===== config.mk =====
export PLATFORM = sky130hd
export DESIGN_NAME = vga_timing_flat
export DESIGN_NICKNAME = d
export VERILOG_FILES = /design/src/rtl/vga_pkg.sv /design/src/rtl/vga_timing_if.sv /design/src/rtl/vga_timing_sig_delay.sv /design/src/rtl/vga_timing.sv /design/src/flat_wrapper.sv
export SDC_FILE = /design/constraint.sdc
export NUM_CORES = 1
export LEC_CHECK = 0
export CORE_ASPECT_RATIO = 1.75
export CORE_MARGIN = 5
export CORE_UTILIZATION = 45
export CTS_BUF_LIST = sky130_fd_sc_hd__clkbuf_4 sky130_fd_sc_hd__clkbuf_8 sky130_fd_sc_hd__clkbuf_16
export DETAILED_ROUTE_END_ITERATION = 10
export GPL_ROUTABILITY_DRIVEN = 0
export PLACE_DENSITY = 0.73
export SLEW_MARGIN = 20
export SYNTH_ARGS = -nofsm -noshare
export SYNTH_HDL_FRONTEND = slang
export SYNTH_SLANG_ARGS = --single-unit

===== constraint.sdc =====
create_clock -name clk -period 5.1 [get_ports clk]
set_input_delay 1.275 -clock clk [delete_from_list [all_inputs] [get_ports clk]]
set_output_delay 1.275 -clock clk [all_outputs]
set_load 0.1 [all_outputs]

===== src/rtl/vga_pkg.sv =====
// rtl/vga_pkg.sv - shared 1280x1024@60 raster timing constants
//
// Timing defaults for the display path. The RAM-to-colour stage and the
// life engine import COORD_W from here so all blocks agree on coordinate size.
package vga_pkg;

    localparam int COORD_W   = 11;

    localparam int H_VISIBLE = 1280;
    localparam int H_FRONT   = 48;
    localparam int H_SYNC    = 112;
    localparam int H_BACK    = 248;

    localparam int V_VISIBLE = 1024;
    localparam int V_FRONT   = 1;
    localparam int V_SYNC    = 3;
    localparam int V_BACK    = 38;

    localparam int H_TOTAL   = H_VISIBLE + H_FRONT + H_SYNC + H_BACK;   // 1688
    localparam int V_TOTAL   = V_VISIBLE + V_FRONT + V_SYNC + V_BACK;   // 1066

    localparam int HS_START  = H_VISIBLE + H_FRONT;                     // 1328
    localparam int HS_END    = HS_START + H_SYNC;                       // 1440, exclusive
    localparam int VS_START  = V_VISIBLE + V_FRONT;                     // 1025
    localparam int VS_END    = VS_START + V_SYNC;                       // 1028, exclusive

endpackage


===== src/rtl/vga_timing_if.sv =====
// rtl/vga_timing_if.sv - raster output bundle from vga_timing to the colour stage
//
// master (vga_timing): drives X, Y, active, hsync, vsync, frame_pulse
// slave  (consumers):  samples the same signals
interface vga_timing_if;
    import vga_pkg::*;

    logic [COORD_W-1:0] X;
    logic [COORD_W-1:0] Y;
    logic               active;
    logic               hsync;
    logic               vsync;
    logic               frame_pulse;

    modport master (output X, Y, active, hsync, vsync, frame_pulse);
    modport slave  (input  X, Y, active, hsync, vsync, frame_pulse);

endinterface


===== src/rtl/vga_timing_sig_delay.sv =====
// rtl/vga_timing_sig_delay.sv - fixed-depth register chain with async clear
//
// Ports:
//   clk    in   clock
//   rst_n  in   asynchronous active-low clear, every stage loads RST_VAL
//   d      in   WIDTH-bit input
//   q      out  d delayed by DEPTH clocks (DEPTH = 0 is a wire)
module sig_delay #(
    parameter int               WIDTH   = 1,
    parameter int               DEPTH   = 1,
    parameter logic [WIDTH-1:0] RST_VAL = '0
) (
    input  logic             clk,
    input  logic             rst_n,
    input  logic [WIDTH-1:0] d,
    output logic [WIDTH-1:0] q
);

    generate
        if (DEPTH == 0) begin : g_wire
            // Even with no storage the output must show the reset value while
            // rst_n is low, otherwise a pass-through would leak decoded values.
            assign q = rst_n ? d : RST_VAL;
        end else begin : g_pipe
            logic [WIDTH-1:0] stage [DEPTH];

            always_ff @(posedge clk or negedge rst_n) begin
                if (!rst_n) begin
                    for (int i = 0; i < DEPTH; i++) begin
                        stage[i] <= RST_VAL;
                    end
                end else begin
                    stage[0] <= d;
                    for (int i = 1; i < DEPTH; i++) begin
                        stage[i] <= stage[i-1];
                    end
                end
            end

            assign q = stage[DEPTH-1];
        end
    endgenerate

endmodule


===== src/rtl/vga_timing.sv =====
// rtl/vga_timing.sv - 1280x1024@60 raster counter, sync/blank decode, frame pulse
//
// Ports:
//   clk    in   108 MHz pixel clock
//   rst_n  in   asynchronous active-low reset
//   vga    master modport of vga_timing_if:
//            X, Y         raster counters (undelayed)
//            active       visible-area flag, PIPE_DLY clocks behind X/Y
//            hsync/vsync  syncs at SYNC_POL, PIPE_DLY clocks behind X/Y
//            frame_pulse  one clock at X = 0, Y = V_VISIBLE (undelayed)
module vga_timing
    import vga_pkg::*;
#(
    parameter int H_VISIBLE = vga_pkg::H_VISIBLE,
    parameter int H_FRONT   = vga_pkg::H_FRONT,
    parameter int H_SYNC    = vga_pkg::H_SYNC,
    parameter int H_BACK    = vga_pkg::H_BACK,
    parameter int V_VISIBLE = vga_pkg::V_VISIBLE,
    parameter int V_FRONT   = vga_pkg::V_FRONT,
    parameter int V_SYNC    = vga_pkg::V_SYNC,
    parameter int V_BACK    = vga_pkg::V_BACK,
    parameter bit SYNC_POL  = 1'b1,
    parameter int PIPE_DLY  = 1
) (
    input  logic         clk,
    input  logic         rst_n,
    vga_timing_if.master vga
);

    localparam int H_TOT = H_VISIBLE + H_FRONT + H_SYNC + H_BACK;
    localparam int V_TOT = V_VISIBLE + V_FRONT + V_SYNC + V_BACK;

    localparam logic [COORD_W-1:0] H_LAST   = COORD_W'(H_TOT - 1);
    localparam logic [COORD_W-1:0] V_LAST   = COORD_W'(V_TOT - 1);
    localparam logic [COORD_W-1:0] H_VIS_C  = COORD_W'(H_VISIBLE);
    localparam logic [COORD_W-1:0] V_VIS_C  = COORD_W'(V_VISIBLE);
    localparam logic [COORD_W-1:0] HS_BEG_C = COORD_W'(H_VISIBLE + H_FRONT);
    localparam logic [COORD_W-1:0] HS_END_C = COORD_W'(H_VISIBLE + H_FRONT + H_SYNC);
    localparam logic [COORD_W-1:0] VS_BEG_C = COORD_W'(V_VISIBLE + V_FRONT);
    localparam logic [COORD_W-1:0] VS_END_C = COORD_W'(V_VISIBLE + V_FRONT + V_SYNC);

    // Delay-line clear value: blank, both syncs idle.
    localparam logic [2:0] DLY_RST = {1'b0, ~SYNC_POL, ~SYNC_POL};

    logic [COORD_W-1:0] x_q, y_q;
    logic [COORD_W-1:0] x_nxt, y_nxt;
    logic               fp_q;
    logic               act_r, hs_r, vs_r;
    logic [2:0]         dly_q;

    always_comb begin
        x_nxt = x_q + COORD_W'(1);
        y_nxt = y_q;
        if (x_q == H_LAST) begin
            x_nxt = '0;
            y_nxt = (y_q == V_LAST) ? '0 : y_q + COORD_W'(1);
        end
    end

    // frame_pulse is decoded from the next counter value so it is registered
    // yet lines up with the cycle in which X = 0, Y = V_VISIBLE is presented.
    always_ff @(posedge clk or negedge rst_n) begin
        if (!rst_n) begin
            x_q  <= '0;
            y_q  <= '0;
            fp_q <= 1'b0;
        end else begin
            x_q  <= x_nxt;
            y_q  <= y_nxt;
            fp_q <= (x_nxt == '0) && (y_nxt == V_VIS_C);
        end
    end

    // vsync depends only on Y, so it naturally changes at X = 0.
    always_comb begin
        act_r = (x_q < H_VIS_C) && (y_q < V_VIS_C);
        hs_r  = ((x_q >= HS_BEG_C) && (x_q < HS_END_C)) ? SYNC_POL : ~SYNC_POL;
        vs_r  = ((y_q >= VS_BEG_C) && (y_q < VS_END_C)) ? SYNC_POL : ~SYNC_POL;
    end

    // Matches the synchronous cell-RAM read so colour and sync arrive together.
    sig_delay #(
        .WIDTH   (3),
        .DEPTH   (PIPE_DLY),
        .RST_VAL (DLY_RST)
    ) u_dly (
        .clk   (clk),
        .rst_n (rst_n),
        .d     ({act_r, hs_r, vs_r}),
        .q     (dly_q)
    );

    assign vga.X           = x_q;
    assign vga.Y           = y_q;
    assign vga.active      = dly_q[2];
    assign vga.hsync       = dly_q[1];
    assign vga.vsync       = dly_q[0];
    assign vga.frame_pulse = fp_q;

endmodule


===== src/flat_wrapper.sv =====
// flat-port wrapper written by rule: the top's interface ports become plain ports
module vga_timing_flat import vga_pkg::*;
#(
    parameter int H_VISIBLE = vga_pkg::H_VISIBLE,
    parameter int H_FRONT   = vga_pkg::H_FRONT,
    parameter int H_SYNC    = vga_pkg::H_SYNC,
    parameter int H_BACK    = vga_pkg::H_BACK,
    parameter int V_VISIBLE = vga_pkg::V_VISIBLE,
    parameter int V_FRONT   = vga_pkg::V_FRONT,
    parameter int V_SYNC    = vga_pkg::V_SYNC,
    parameter int V_BACK    = vga_pkg::V_BACK,
    parameter bit SYNC_POL  = 1'b1,
    parameter int PIPE_DLY  = 1
)
  (clk, rst_n, vga_X, vga_Y, vga_active, vga_hsync, vga_vsync, vga_frame_pulse);
  vga_timing_if vga_i ();
  input  logic clk;
  input  logic rst_n;
  output wire logic [$bits(vga_i.X)-1:0] vga_X;
  output wire logic [$bits(vga_i.Y)-1:0] vga_Y;
  output wire logic [$bits(vga_i.active)-1:0] vga_active;
  output wire logic [$bits(vga_i.hsync)-1:0] vga_hsync;
  output wire logic [$bits(vga_i.vsync)-1:0] vga_vsync;
  output wire logic [$bits(vga_i.frame_pulse)-1:0] vga_frame_pulse;
  assign vga_X = vga_i.X;
  assign vga_Y = vga_i.Y;
  assign vga_active = vga_i.active;
  assign vga_hsync = vga_i.hsync;
  assign vga_vsync = vga_i.vsync;
  assign vga_frame_pulse = vga_i.frame_pulse;
  vga_timing #(.H_VISIBLE(H_VISIBLE), .H_FRONT(H_FRONT), .H_SYNC(H_SYNC), .H_BACK(H_BACK), .V_VISIBLE(V_VISIBLE), .V_FRONT(V_FRONT), .V_SYNC(V_SYNC), .V_BACK(V_BACK), .SYNC_POL(SYNC_POL), .PIPE_DLY(PIPE_DLY)) u_core (.clk(clk), .rst_n(rst_n), .vga(vga_i));
endmodule

==> results.py, run 1 <==
metrics = {
    "finish": {
        "final_cell_area_um2": 1810,
        "layout_common_cells": "clkdlybuf4s50_1 (27), dfrtp_1 (26), nand2_1 (13)",
        "synthToLayoutAreaGrowth_pct": 24.7,
        "fin_util_pct": 57.6,
        "nets": 182,
        "final_cells": 219,
        "num_antenna_cells": 0,
        "fillers": 286,
        "multi_input_area_um2": 741,
        "layout_commonest_cell": "clkdlybuf4s50_1",
        "ff_latch_area_um2": 651,
        "drive_gt1_share_pct": 4.55,
    },
    "clock_network": {
        "insertion_delay_ps": 280,
        "htreeDepth": 1,
        "post_cts_buffers": 0,
        "clockBufferDepth": 2,
        "clk_pin_slew_ps": 90,
        "clockRootBuffer": "clkbuf_8",
        "cts_tree": "yes",
        "cts_resized": 0,
        "ctsHoldBuffers": 0,
        "cts_buffers": 3,
        "cts_sinks": 26,
    },
    "die": {
        "pin_count": 28,
        "fp.dieW_um": 52.9,
        "core_um2": 3140,
        "start_util_pct": 46.2,
        "num_rows": 27,
        "die_h_um": 85.1,
        "dieArea_um2": 4510,
    },
    "route": {
        "wire_per_inst_um": 15.8,
        "drt_pass1_iterations": 4,
        "vias": 1269,
        "drtIter0Drc": 69,
        "finalWirelength_mm": 3.47,
        "route.detailed.drc": 0,
        "drt.antenna.violating_nets": 0,
        "vias_per_cell": 5.79,
    },
    "critical_path": {
        "critical-path-max-stage-delay_ps": 1210,
        "critPathArrivalTime_ps": 2040,
        "cp.buffers_inverters": 1,
        "critPathMaxFanout": 9,
        "critPathTopFamily": "buffers and inverters",
        "crit_required_ps": 3830,
        "reg2reg_to": "u_core.vga.frame_pulse$_DFF_PN0_",
        "crit_type": "flip-flop to output port",
        "rr_worst_depth": 6,
        "rrSetupSlack_ps": 2610,
        "r2r_start": "u_core.vga.X[0]$_DFF_PN0_",
        "cpMaxStageDelayCell": "clkdlybuf4s50_1",
        "critPathCaptureType": "output port",
        "path_cells": "clkdlybuf4s50_1",
        "worst_setup_path_start_kind": "flip-flop",
    },
    "global_route": {
        "grt_antenna_before_repair": 0,
        "grt_pass1_wl_mm": 5.64,
        "track_usage_pct": 16.7,
        "grt_pass1_vias": 1188,
        "grt_overflow": 0,
        "grt_max_degree": 27,
    },
    "power_and_ir_drop": {
        "p_leak_nw": 0.754,
        "power_density_nw_per_um2": 215,
        "finalPower_mw": 0.388,
        "peakVddDrop_uv": 159,
    },
    "synthesis": {
        "postSynthAreaPerCell_um2": 9.36,
        "synth-seq-cells": 26,
        "syn_area_um2": 1450,
        "synth_fp_nets": 160,
        "ys_seq_area_share_pct": 44.8,
        "syn_inst": 155,
        "netlist-cell-type-count": 34,
        "yosys_warnings": 0,
    },
    "min_path": {
        "hp-class": "flip-flop to flip-flop",
        "holdPathEnd": "u_core.u_dly.q[2]$_DFF_PN0_",
        "hold_depth": 1,
        "hold_start": "u_core.vga.Y[10]$_DFF_PN0_",
    },
    "timing": {
        "fin_skew_ps": 1.02,
        "setup_viol": 0,
        "setup_slack_ps": 1790,
        "hold_viol_final": 0,
        "maxSlewHeadroom_pct": 34.9,
        "timing.fmax_mhz": 302,
        "holdWs_ps": 539,
        "fin_crit_sh_pct": 64.9,
        "layout_min_cycle_time_ps": 3310,
        "final_max_slew_viol_count": 0,
        "grt_setup_unrepaired": "false",
        "max_slew.worst_pin.slew_ps": 973,
        "tns_ps": 0,
    },
    "run": {
        "maxCapViolations": 0,
    },
    "outcome": {
        "status": "complete, no violations",
    },
    "placed_design": {
        "placed_cell_area_um2": 1740,
        "dp_slack_ps": 2100,
        "post-place-cells": 215,
        "dp_hpwl_mm": 2.52,
        "portBuffers": 27,
    },
}
## final cells by class
class / instances / share of cell area [%]
Clock buffer: 3 / 2.28
Clock inverter: 1 / 1.66
Inverter: 4 / 0.830
Multi-Input combinational cell: 114 / 40.9
Sequential cell: 26 / 36.0
Tap cell: 43 / 2.97
Timing Repair Buffer: 28 / 15.4
## Yosys cell counts
cell type / number / area [µm²]
a2111oi_0: 1 / 8.76
a211oi_1: 1 / 7.51
a21oi_1: 2 / 10.0
a2bb2oi_1: 1 / 8.76
a31oi_1: 4 / 25.0
and2_1: 1 / 6.26
and3_1: 9 / 56.3
and4_1: 3 / 26.3
and4b_1: 1 / 10.0
buf_2: 3 / 15.0
clkbuf_1: 8 / 30.0
dfrtp_1: 26 / 651
ha_1: 3 / 37.5
inv_1: 4 / 15.0
nand2_1: 13 / 48.8
nand2b_1: 1 / 6.26
nand3_1: 8 / 40.0
nand4_1: 7 / 43.8
nand4bb_1: 1 / 11.3
nor2_1: 12 / 45.0
nor3_1: 2 / 10.0
nor3_4: 1 / 16.3
nor4_1: 2 / 12.5
nor4b_1: 1 / 8.76
o21a_1: 1 / 7.51
o21ai_0: 12 / 60.1
o22ai_1: 1 / 6.26
o31ai_1: 5 / 37.5
o32a_1: 1 / 10.0
o41ai_1: 1 / 8.76
or3_4: 1 / 11.3
or3b_4: 1 / 11.3
xnor2_1: 11 / 96.3
xor2_1: 6 / 52.6
## sequential cells by signal, indices dropped and copies added, names as in the netlist
name                    cells
u_core.vga.X               11
u_core.vga.frame_pulse      1
u_core.vga.Y               11
u_core.u_dly.q              3
## cells by family (layout without fill, tap and decap cells)
family,Yosys count,after routing,share of synthesized area (%)
and+or+nand+nor,64,64,25.1
xor gates and xnor gates,17,17,10.3
buffers and inverters,15,36,4.14
adders and majority gates,3,3,2.59
DFF,26,26,44.8
AOI/OAI and AO/OA,30,30,13.1
## worst max path at each step
stage	from	endpoint	slack, ps	cells past startpoint
final	u_core.vga.Y[8]$_DFF_PN0_	vga_Y[8]	1790	1
after global routing	u_core.vga.Y[8]$_DFF_PN0_	vga_Y[8]	1710	1
after CTS	u_core.vga.Y[8]$_DFF_PN0_	vga_Y[8]	1790	1
after detailed placement	u_core.vga.Y[8]$_DFF_PN0_	vga_Y[8]	2100	1
after global placement	u_core.vga.Y[8]$_DFF_PN0_	vga_Y[8]	2130	1
after floorplan	u_core.vga.X[0]$_DFF_PN0_	u_core.vga.frame_pulse$_DFF_PN0_	2420	8
## where the power goes
part | total [mW] | switching, mW | internal (mW)
clock | 0.177 | 0.0718 | 0.105
combinational | 0.00526 | 0.00408 | 0.00117
sequential | 0.206 | 0 | 0.206
## layer usage
layer | GRT usage (%) | share of wire, % | vias to the layer above
li1 | - | - | 606
met1 | 18.9 | 41 | 613
met2 | 29.5 | 52 | 39
met3 | 1.58 | 3.6 | 11
met4 | 8.84 | 3.5 | 0
met5 | 0 | 0 | -
No activity file was read; power rests on OpenSTA's default activity.
==> run 2: changes to the inputs <==
--- a/config.mk
+++ b/config.mk
@@ -11,7 +11,7 @@
 export CTS_BUF_LIST = sky130_fd_sc_hd__clkbuf_4 sky130_fd_sc_hd__clkbuf_8 sky130_fd_sc_hd__clkbuf_16
 export DETAILED_ROUTE_END_ITERATION = 10
 export GPL_ROUTABILITY_DRIVEN = 0
-export PLACE_DENSITY = 0.73
+export PLACE_DENSITY = 0.76
 export SLEW_MARGIN = 20
 export SYNTH_ARGS = -nofsm -noshare
 export SYNTH_HDL_FRONTEND = slang
==> constraint.sdc (replaced) <==
create_clock -name clk -period 2.8 [get_ports clk]
set_input_delay 0.7 -clock clk [delete_from_list [all_inputs] [get_ports clk]]
set_output_delay 0.7 -clock clk [all_outputs]
set_load 0.1 [all_outputs]
==> results.py, run 2 (same netlist as run 1, synthesis figures left out) <==
metrics = {
    "finish": {
        "synthToLayoutAreaGrowth_pct": 18.1,
        "num_antenna_cells": 0,
        "drive_gt1_share_pct": 18.9,
        "layout_common_cells": "buf_4 (27), dfrtp_1 (26), nand2_1 (13)",
        "nets": 182,
        "layout_commonest_cell": "buf_4",
        "final_cell_area_um2": 1710,
        "fillers": 299,
    },
    "route": {
        "met1_length_mm": 1.37,
        "wl_met3_um": 222,
        "route.detailed.drc": 0,
        "wire_per_inst_um": 17.2,
        "drt.antenna.violating_nets": 0,
        "vias_per_cell": 6.09,
        "vias": 1328,
        "drtIter0Drc": 92,
        "finalWirelength_mm": 3.75,
        "top_layer_used": "met4",
        "drt_pass1_iterations": 5,
        "dr_wl_met2_mm": 2.04,
    },
    "global_route": {
        "grt_overflow": 0,
        "grt_pass1_wl_mm": 6.38,
        "grt_antenna_before_repair": 0,
        "grt_pass1_vias": 1316,
        "track_usage_pct": 18.3,
        "grt_max_degree": 27,
    },
    "placed_design": {
        "portBuffers": 27,
        "placed_cell_area_um2": 1670,
        "dp_hpwl_mm": 2.73,
    },
    "critical_path": {
        "worst_setup_path_start_kind": "flip-flop",
        "path_cells": "ha_1 -> nand3_1 -> nor3_4 -> nand2b_1 -> o31ai_1 -> and4_1",
        "critPathArrivalTime_ps": 2710,
        "critical-path-max-stage-delay_ps": 510,
        "startpoint": "u_core.vga.X[0]$_DFF_PN0_",
        "critPathMaxFanout": 16,
        "critPathTopFamily": "simple AND/OR/NAND/NOR gates",
        "cpMaxStageDelayCell": "nor3_4",
        "cp.buffers_inverters": 0,
        "crit_required_ps": 3010,
        "r2r_start": "u_core.vga.X[0]$_DFF_PN0_",
        "critPathCaptureType": "flip-flop",
        "crit_type": "flip-flop to flip-flop",
    },
    "timing": {
        "max_slew.worst_pin.slew_ps": 569,
        "layout_min_cycle_time_ps": 2500,
        "setup_viol": 0,
        "grt_setup_unrepaired": "false",
        "timing.fmax_mhz": 400,
        "hold_viol_final": 0,
        "fin_crit_sh_pct": 89.4,
        "tns_ps": 0,
        "fin_skew_ps": 2.23,
        "final_max_slew_viol_count": 0,
        "maxSlewHeadroom_pct": 61.9,
    },
    "die": {
        "fp.dieW_um": 52.9,
        "pin_count": 28,
        "die_h_um": 85.1,
        "num_rows": 27,
        "start_util_pct": 46.2,
        "dieArea_um2": 4510,
        "core_um2": 3140,
    },
    "run": {
        "maxCapViolations": 0,
    },
    "clock_network": {
        "clockBufferDepth": 2,
        "ctsHoldBuffers": 0,
        "cts_resized": 0,
        "htreeDepth": 1,
        "cts_sinks": 26,
        "cts_tree": "yes",
        "post_cts_buffers": 0,
        "clk_pin_slew_ps": 80,
        "insertion_delay_ps": 270,
        "clockRootBuffer": "clkbuf_8",
        "cts_buffers": 3,
    },
    "power_and_ir_drop": {
        "p_leak_nw": 0.784,
        "swShare_pct": 20.1,
        "clkPwrFrac_pct": 35.1,
        "sequentialPowerShare_pct": 63.3,
        "combPwrFrac_pct": 1.6,
        "peakVddDrop_uv": 269,
        "power_switching_mw": 0.119,
        "power.internal_mw": 0.474,
        "power_density_nw_per_um2": 346,
    },
    "min_path": {
        "hold_start": "u_core.vga.X[0]$_DFF_PN0_",
        "hp-class": "flip-flop to flip-flop",
    },
    "outcome": {
        "status": "complete, no violations",
    },
}
run 2: through the flow:
step	power (mW)	setup slack, ps	cells	hold WS, ps	utilization, %
5_1_grt	0.614	177	218	564	54.6
2_1_floorplan	0.383	116	155	404	-
3_3_place_gp	0.392	564	215	494	53.2
3_5_place_dp	0.393	452	215	511	53.2
6_report	0.593	297	218	527	54.6
4_1_cts	0.602	400	218	527	54.6
run 2: power groups by stage:
stage	sequential (mW)	clock, mW	combinational [mW]
floorplan	0.383	0	0.000000297
global placement	0.383	0	0.00989
detailed placement	0.383	0	0.0102
CTS	0.375	0.216	0.0102
global route	0.375	0.228	0.0114
finish	0.375	0.208	0.00945
run 2: layout make-up:
type,instances,area (µm²),share of cell area (%)
clock buffer,3,41.3,2.41
tap,43,53.8,3.14
inverter,4,15.0,0.876
sequential,26,651,38.0
multi-input combinational,114,741,43.2
timing repair buffer,28,213,12.4
run 2: final timing paths:
path,cells past startpoint,endpoint,slack (ps)
setup reg to reg,6,u_core.vga.frame_pulse$_DFF_PN0_,300
min in group asynchronous,2,u_core.vga.X[3]$_DFF_PN0_,790
hold / removal,1,u_core.vga.X[0]$_DFF_PN0_,530
hold reg to reg,1,u_core.vga.X[0]$_DFF_PN0_,530
max in group asynchronous,2,u_core.vga.Y[8]$_DFF_PN0_,1750
setup / recovery,6,u_core.vga.frame_pulse$_DFF_PN0_,300
run 2: per-layer routing:
layer,vias to the layer above,global-route usage [%]
met5,-,0
li1,599,-
met1,650,21.1
met4,0,9.53
met2,65,31.8
met3,14,2.11
